===== config.mk =====
export PLATFORM = sky130hd
export DESIGN_NAME = lcd_bus_scheduler
export DESIGN_NICKNAME = d
export VERILOG_FILES = /design/src/rtl/lcd_pkg.sv /design/src/rtl/lcd_write_timer.sv /design/src/rtl/lcd_bus_scheduler.sv
export SDC_FILE = /design/constraint.sdc
export NUM_CORES = 1
export LEC_CHECK = 0
export ABC_AREA = 1
export CORE_MARGIN = 10
export CORE_UTILIZATION = 48
export CTS_BUF_LIST = sky130_fd_sc_hd__clkbuf_16
export DETAILED_ROUTE_END_ITERATION = 10
export GPL_TIMING_DRIVEN = 0
export PLACE_DENSITY = 0.74
export SETUP_SLACK_MARGIN = 0.3
export SYNTH_ARGS = -nofsm -noshare
export SYNTH_HDL_FRONTEND = slang
export SYNTH_SLANG_ARGS = --single-unit

===== constraint.sdc =====
create_clock -name clk_50Mhz -period 1.42 [get_ports clk_50Mhz]
set_input_delay 0.284 -clock clk_50Mhz [delete_from_list [all_inputs] [get_ports clk_50Mhz]]
set_output_delay 0.284 -clock clk_50Mhz [all_outputs]
set_load 0.05 [all_outputs]

===== src/rtl/lcd_pkg.sv =====
// rtl/lcd_pkg.sv - shared types, command codes and helpers for the LCD bus scheduler
package lcd_pkg;

    localparam int TIMER_W = 20;

    typedef enum logic [2:0] {
        PWRUP,
        INIT_LOAD,
        IDLE,
        SETUP,
        EN_HI,
        HOLD,
        WAIT
    } lcd_state_t;

    localparam logic [7:0] CMD_CLEAR   = 8'h01;
    localparam logic [7:0] CMD_HOME    = 8'h02;
    localparam logic [7:0] CMD_FUNCSET = 8'h38;
    localparam logic [7:0] CMD_DISPON  = 8'h0C;
    localparam logic [7:0] CMD_ENTRY   = 8'h06;

    // Element 0 is issued first.
    localparam logic [3:0][7:0] INIT_ROM = {CMD_ENTRY, CMD_CLEAR, CMD_DISPON, CMD_FUNCSET};

    // Clear and home (and the 0x03 home alias) need the long execution wait.
    function automatic logic is_long_cmd(input logic rs, input logic [7:0] data);
        return !rs && (data[7:2] == 6'd0);
    endfunction

endpackage


===== src/rtl/lcd_write_timer.sv =====
// rtl/lcd_write_timer.sv - loadable down-counter; a load of N keeps done low for N-1 cycles then high for one
module lcd_write_timer
    import lcd_pkg::*;
#(
    parameter int RESET_VAL = 1
) (
    input  logic               clk_50Mhz,
    input  logic               reset,
    input  logic               load,
    input  logic [TIMER_W-1:0] load_val,
    output logic               done
);

    logic [TIMER_W-1:0] cnt;

    always_ff @(posedge clk_50Mhz) begin
        if (reset) begin
            cnt <= TIMER_W'(RESET_VAL);
        end else if (load) begin
            cnt <= load_val;
        end else if (cnt != '0) begin
            cnt <= cnt - TIMER_W'(1);
        end
    end

    // done on the last cycle of the interval so the FSM leaves exactly N cycles after the load
    assign done = (cnt == TIMER_W'(1));

endmodule


===== src/rtl/lcd_bus_scheduler.sv =====
// rtl/lcd_bus_scheduler.sv - character-LCD bus owner: init sequence, round-robin arbitration, write timing
module lcd_bus_scheduler
    import lcd_pkg::*;
#(
    parameter int SETUP_CYC      = 4,
    parameter int EN_CYC         = 25,
    parameter int HOLD_CYC       = 4,
    parameter int SHORT_WAIT_CYC = 2000,
    parameter int LONG_WAIT_CYC  = 82000,
    parameter int PWRUP_CYC      = 750000
) (
    input  logic       clk_50Mhz,
    input  logic       reset,
    input  logic       req0_valid,
    input  logic       req0_rs,
    input  logic [7:0] req0_data,
    output logic       req0_ready,
    input  logic       req1_valid,
    input  logic       req1_rs,
    input  logic [7:0] req1_data,
    output logic       req1_ready,
    output logic       init_done,
    output logic       busy,
    output logic [7:0] lcd_data,
    output logic       lcd_rs,
    output logic       lcd_rw,
    output logic       lcd_en
);

    lcd_state_t         state, state_nxt;
    logic [1:0]         idx;
    logic               last_grant;
    logic               t_load;
    logic [TIMER_W-1:0] t_val;
    logic               t_done;
    logic               grant0, grant1;

    lcd_write_timer #(
        .RESET_VAL (PWRUP_CYC)
    ) u_timer (
        .clk_50Mhz (clk_50Mhz),
        .reset     (reset),
        .load      (t_load),
        .load_val  (t_val),
        .done      (t_done)
    );

    // Round-robin: on contention the port that did not win last time goes first.
    assign grant0 = req0_valid && (!req1_valid || last_grant);
    assign grant1 = req1_valid && (!req0_valid || !last_grant);

    always_comb begin
        state_nxt  = state;
        t_load     = 1'b0;
        t_val      = '0;
        req0_ready = 1'b0;
        req1_ready = 1'b0;
        case (state)
            PWRUP: begin
                if (t_done) state_nxt = INIT_LOAD;
            end
            INIT_LOAD: begin
                state_nxt = SETUP;
                t_load    = 1'b1;
                t_val     = TIMER_W'(SETUP_CYC);
            end
            IDLE: begin
                if (init_done) begin
                    req0_ready = grant0;
                    req1_ready = grant1;
                    if (grant0 || grant1) begin
                        state_nxt = SETUP;
                        t_load    = 1'b1;
                        t_val     = TIMER_W'(SETUP_CYC);
                    end
                end
            end
            SETUP: begin
                if (t_done) begin
                    state_nxt = EN_HI;
                    t_load    = 1'b1;
                    t_val     = TIMER_W'(EN_CYC);
                end
            end
            EN_HI: begin
                if (t_done) begin
                    state_nxt = HOLD;
                    t_load    = 1'b1;
                    t_val     = TIMER_W'(HOLD_CYC);
                end
            end
            HOLD: begin
                if (t_done) begin
                    state_nxt = WAIT;
                    t_load    = 1'b1;
                    t_val     = is_long_cmd(lcd_rs, lcd_data) ? TIMER_W'(LONG_WAIT_CYC)
                                                              : TIMER_W'(SHORT_WAIT_CYC);
                end
            end
            WAIT: begin
                if (t_done) begin
                    state_nxt = (!init_done && idx != 2'd3) ? INIT_LOAD : IDLE;
                end
            end
            default: state_nxt = PWRUP;
        endcase
    end

    always_ff @(posedge clk_50Mhz) begin
        if (reset) begin
            state      <= PWRUP;
            idx        <= 2'd0;
            lcd_rs     <= 1'b0;
            lcd_data   <= 8'h00;
            lcd_en     <= 1'b0;
            last_grant <= 1'b1;
            init_done  <= 1'b0;
        end else begin
            state  <= state_nxt;
            // Registered strobe that is high exactly for the EN_HI cycles.
            lcd_en <= (state_nxt == EN_HI);
            if (state == PWRUP && t_done) begin
                idx <= 2'd0;
            end
            if (state == INIT_LOAD) begin
                lcd_rs   <= 1'b0;
                lcd_data <= INIT_ROM[idx];
            end
            if (req0_ready) begin
                lcd_rs     <= req0_rs;
                lcd_data   <= req0_data;
                last_grant <= 1'b0;
            end else if (req1_ready) begin
                lcd_rs     <= req1_rs;
                lcd_data   <= req1_data;
                last_grant <= 1'b1;
            end
            if (state == WAIT && t_done && !init_done) begin
                if (idx == 2'd3) init_done <= 1'b1;
                else             idx       <= idx + 2'd1;
            end
        end
    end

    assign busy   = (state != IDLE);
    assign lcd_rw = 1'b0;

endmodule


==> impl_metrics.env <==
export IMPL_status="complete, but fails checks"
export IMPL_violations="setup timing"
export IMPL_drt_iter0_drc=157
export IMPL_maxSlewHeadroom_pct=59.1
export IMPL_grt_max_degree=12
export IMPL_drt_pass1_iter_count=4
export IMPL_fill_cells=233
export IMPL_setup_viol=40
export IMPL_vias_per_cell=5.60
export IMPL_required_ns=1.14
export IMPL_gr_usage_met2_pct=32.8
export IMPL_setup_tns_ns=-5.87
export IMPL_grt_pass1_vias=2550
export IMPL_post_place_ws_ns=-0.984
export IMPL_setup_worst_path_class="flop to output pin"
export IMPL_vias=2642
export IMPL_postSynthAreaPerCell_um2=6.66
export IMPL_n_antenna_cell=0
export IMPL_area_growth_pct=67.0
export IMPL_dieArea_um2=7780
export IMPL_rows=24
export IMPL_synth_seq_area_share_pct=33.2
export IMPL_syn_inst=335
export IMPL_clock_sinks=37
export IMPL_die_y_um=88.2
export IMPL_crit_path_max_fanout=4
export IMPL_fin_hold_ws_ns=0.493
export IMPL_grt_total_usage_pct=18.9
export IMPL_grt_pass1_wl_um=11800
export IMPL_period_share_pct=120
export IMPL_setup_slack_ns=-0.290
export IMPL_coreArea_um2=4410
export IMPL_arrival_ns=1.43
export IMPL_drt_antenna_violating_nets=0
export IMPL_cts_tree="built"
export IMPL_clk_latency_ns=0.29
export IMPL_finClkSkew_ns=0.00476
export IMPL_busiest_layer="met2"
export IMPL_nNetsFinal=446
export IMPL_syn_area_um2=2230
export IMPL_end_kind="output pin"
export IMPL_use_met3_pct=5.94
export IMPL_wl_per_cell_um=16.9
export IMPL_max_cap_viol_count=0
export IMPL_fp_dieW_um=88.2
export IMPL_numCtsBuffers=5
export IMPL_hold_path_class="flop to flop"
export IMPL_pwr_density_cell_nw_per_um2=705
export IMPL_hold_violations=0
export IMPL_rsz0062_at_grt="yes"
export IMPL_synth_yosys_warnings=0
export IMPL_use_met1_pct=20.4
export IMPL_drv_slew=0
export IMPL_p_leak_nw=1.67
export IMPL_rr_worst_depth=10
export IMPL_portBuffers=35
export IMPL_hpwl_um=4520
export IMPL_ys_types=34
export IMPL_drc=0
export IMPL_htreeDepth=2
export IMPL_place_gp_congestion=0.915
export IMPL_initial_core_util_pct=50.6
export IMPL_ir_drop_v=0.000514
export IMPL_antenna_found_initial=0
export IMPL_clock_root_buffer="clkbuf_16"
export IMPL_drive_gt1_share_pct=45.7
export IMPL_clkTransAtPathRegs_ns=0.06
export IMPL_ios=37
export IMPL_startpoint_type="flop"
export IMPL_holdBufCountCts=0
export IMPL_hold_path_depth=2
export IMPL_ys_seq_elements=37
export IMPL_fmax_mhz=585
export IMPL_timing_worst_slew_pin_value_ns=0.614
export IMPL_grt_overflow=0
export IMPL_fin_crit_ns=1.71
export IMPL_wl_um=7990
export IMPL_syn_nets=362
export IMPL_cts_buffer_depth=2
==> final timing paths <==
| kind | start | to | slack (ns) |
|---|---|---|---|
| worst max-delay path | state[1]$_SDFF_PP0_ | req0_ready | -0.29 |
| worst min register to register | lcd_rs$_SDFFE_PP0P_ | lcd_rs$_SDFFE_PP0P_ | 0.49 |
| worst min-delay path | lcd_rs$_SDFFE_PP0P_ | lcd_rs$_SDFFE_PP0P_ | 0.49 |
| worst max register to register | state[0]$_SDFF_PP0_ | u_timer.cnt[2]$_SDFFE_PP0P_ | -0.25 |
==> stage by stage <==
| stage | util, % | cell area [µm²] | power (mW) | std cells |
|---|---|---|---|---|
| finish | 84.4 | 3730 | 2.63 | 472 |
| global route | 84.4 | 3730 | 2.70 | 472 |
| CTS | 77.0 | 3400 | 2.53 | 456 |
| detailed placement | 62.8 | 2770 | 1.43 | 422 |
| global placement | 62.8 | 2770 | 1.43 | 422 |
| floorplan | - | 2360 | 1.33 | 335 |
==> layer usage <==
metal  part of all wire [%]  routed length (µm)
met3                    7.9                 634
met2                     50                4030
met1                     39                3120
met4                    2.6                 206
met5                      0                   0
==> worst max-delay path, stage by stage (launching register included) <==
cell,delay [ns]
dfxtp_4,0.38
inv_6,0.05
nor3_4,0.27
nand2_2,0.13
buf_8,0.15
clkinv_8,0.04
buf_12,0.12
==> cell usage after synthesis <==
cell,n,share of area [%]
nand2_1,95,16
or2_2,1,0.28
nor2_1,44,7.4
clkinv_1,2,0.34
buf_4,1,0.34
and3_1,1,0.28
a31oi_1,9,2.5
dfxtp_1,37,33
nand2_2,1,0.28
nand3_4,1,0.78
o211ai_1,4,1.3
a21oi_1,17,3.8
o21ai_1,1,0.22
buf_6,2,1.0
nand3b_1,2,0.67
inv_1,29,4.9
nor2_4,2,1.0
nand2_8,1,0.90
nand3_1,23,5.2
ha_1,5,2.8
o21ai_0,17,3.8
nand4_1,3,0.84
inv_2,2,0.34
nor2_2,3,0.84
buf_2,2,0.45
clkbuf_1,3,0.50
inv_4,2,0.56
nand4_2,1,0.56
xor2_1,9,3.5
conb_1,1,0.17
nand2_4,2,1.0
xnor2_1,6,2.4
nor3_4,1,0.73
nor3_1,5,1.1
==> sequential cells by signal (all words and copies together) (netlist names) <==
register     flops
idx              2
state            3
lcd_rs           1
lcd_en           1
init_done        1
lcd_data         8
last_grant       1
u_timer.cnt     20
==> layout make-up <==
| cell class | count | area [µm²] | share of cell area [%] |
|---|---|---|---|
| Tap cell | 52 | 65.1 | 1.75 |
| Clock inverter | 3 | 13.8 | 0.369 |
| Inverter | 35 | 179 | 4.80 |
| Multi-Input combinational cell | 255 | 1720 | 46.2 |
| Buffer | 8 | 72.6 | 1.95 |
| Timing Repair Buffer | 77 | 769 | 20.6 |
| Sequential cell | 37 | 781 | 20.9 |
| Clock buffer | 5 | 125 | 3.36 |
==> report_power, final <==
part	total [mW]	switching [mW]	leakage, nW	internal [mW]
logic	0.423	0.211	1.28	0.212
registers	1.12	0.0461	0.307	1.07
clock network	1.09	0.450	0.0748	0.638
total	2.63	0.706	1.67	1.92
==> logic make-up (layout without fill, tap and decap cells) <==
family | count (synthesis) | count (layout) | synth area share, %
AO/OA/AOI/OAI | 48 | 48 | 11.7
adder cells (fa/ha/maj) | 5 | 5 | 2.80
AND/OR/NAND/NOR | 186 | 186 | 37.8
XOR/XNOR | 15 | 15 | 5.89
buffers and inverters | 43 | 128 | 8.41
flip-flops | 37 | 37 | 33.2
other | 1 | 1 | 0.168
==> what timing repair did <==
item                                    CTS  global route
endpoints found under the setup margin   51            45
endpoints found under the hold margin     0             0
pin swaps                                12            36
resized for setup                       173            69
gates cloned                              2             0
setup buffers                            24            16
==> placed cells by master (no fill, tap or decap), types with 13 or more instances in the layout <==
cell	count
nor2_1	28
inv_1	22
nand3_2	13
nand2_1	69
nor2_4	14
buf_4	32
buf_6	20
dfxtp_2	17
clkdlybuf4s50_1	19
dfxtp_1	15
nand2_2	20
No activity file was read; power rests on OpenSTA's default activity.
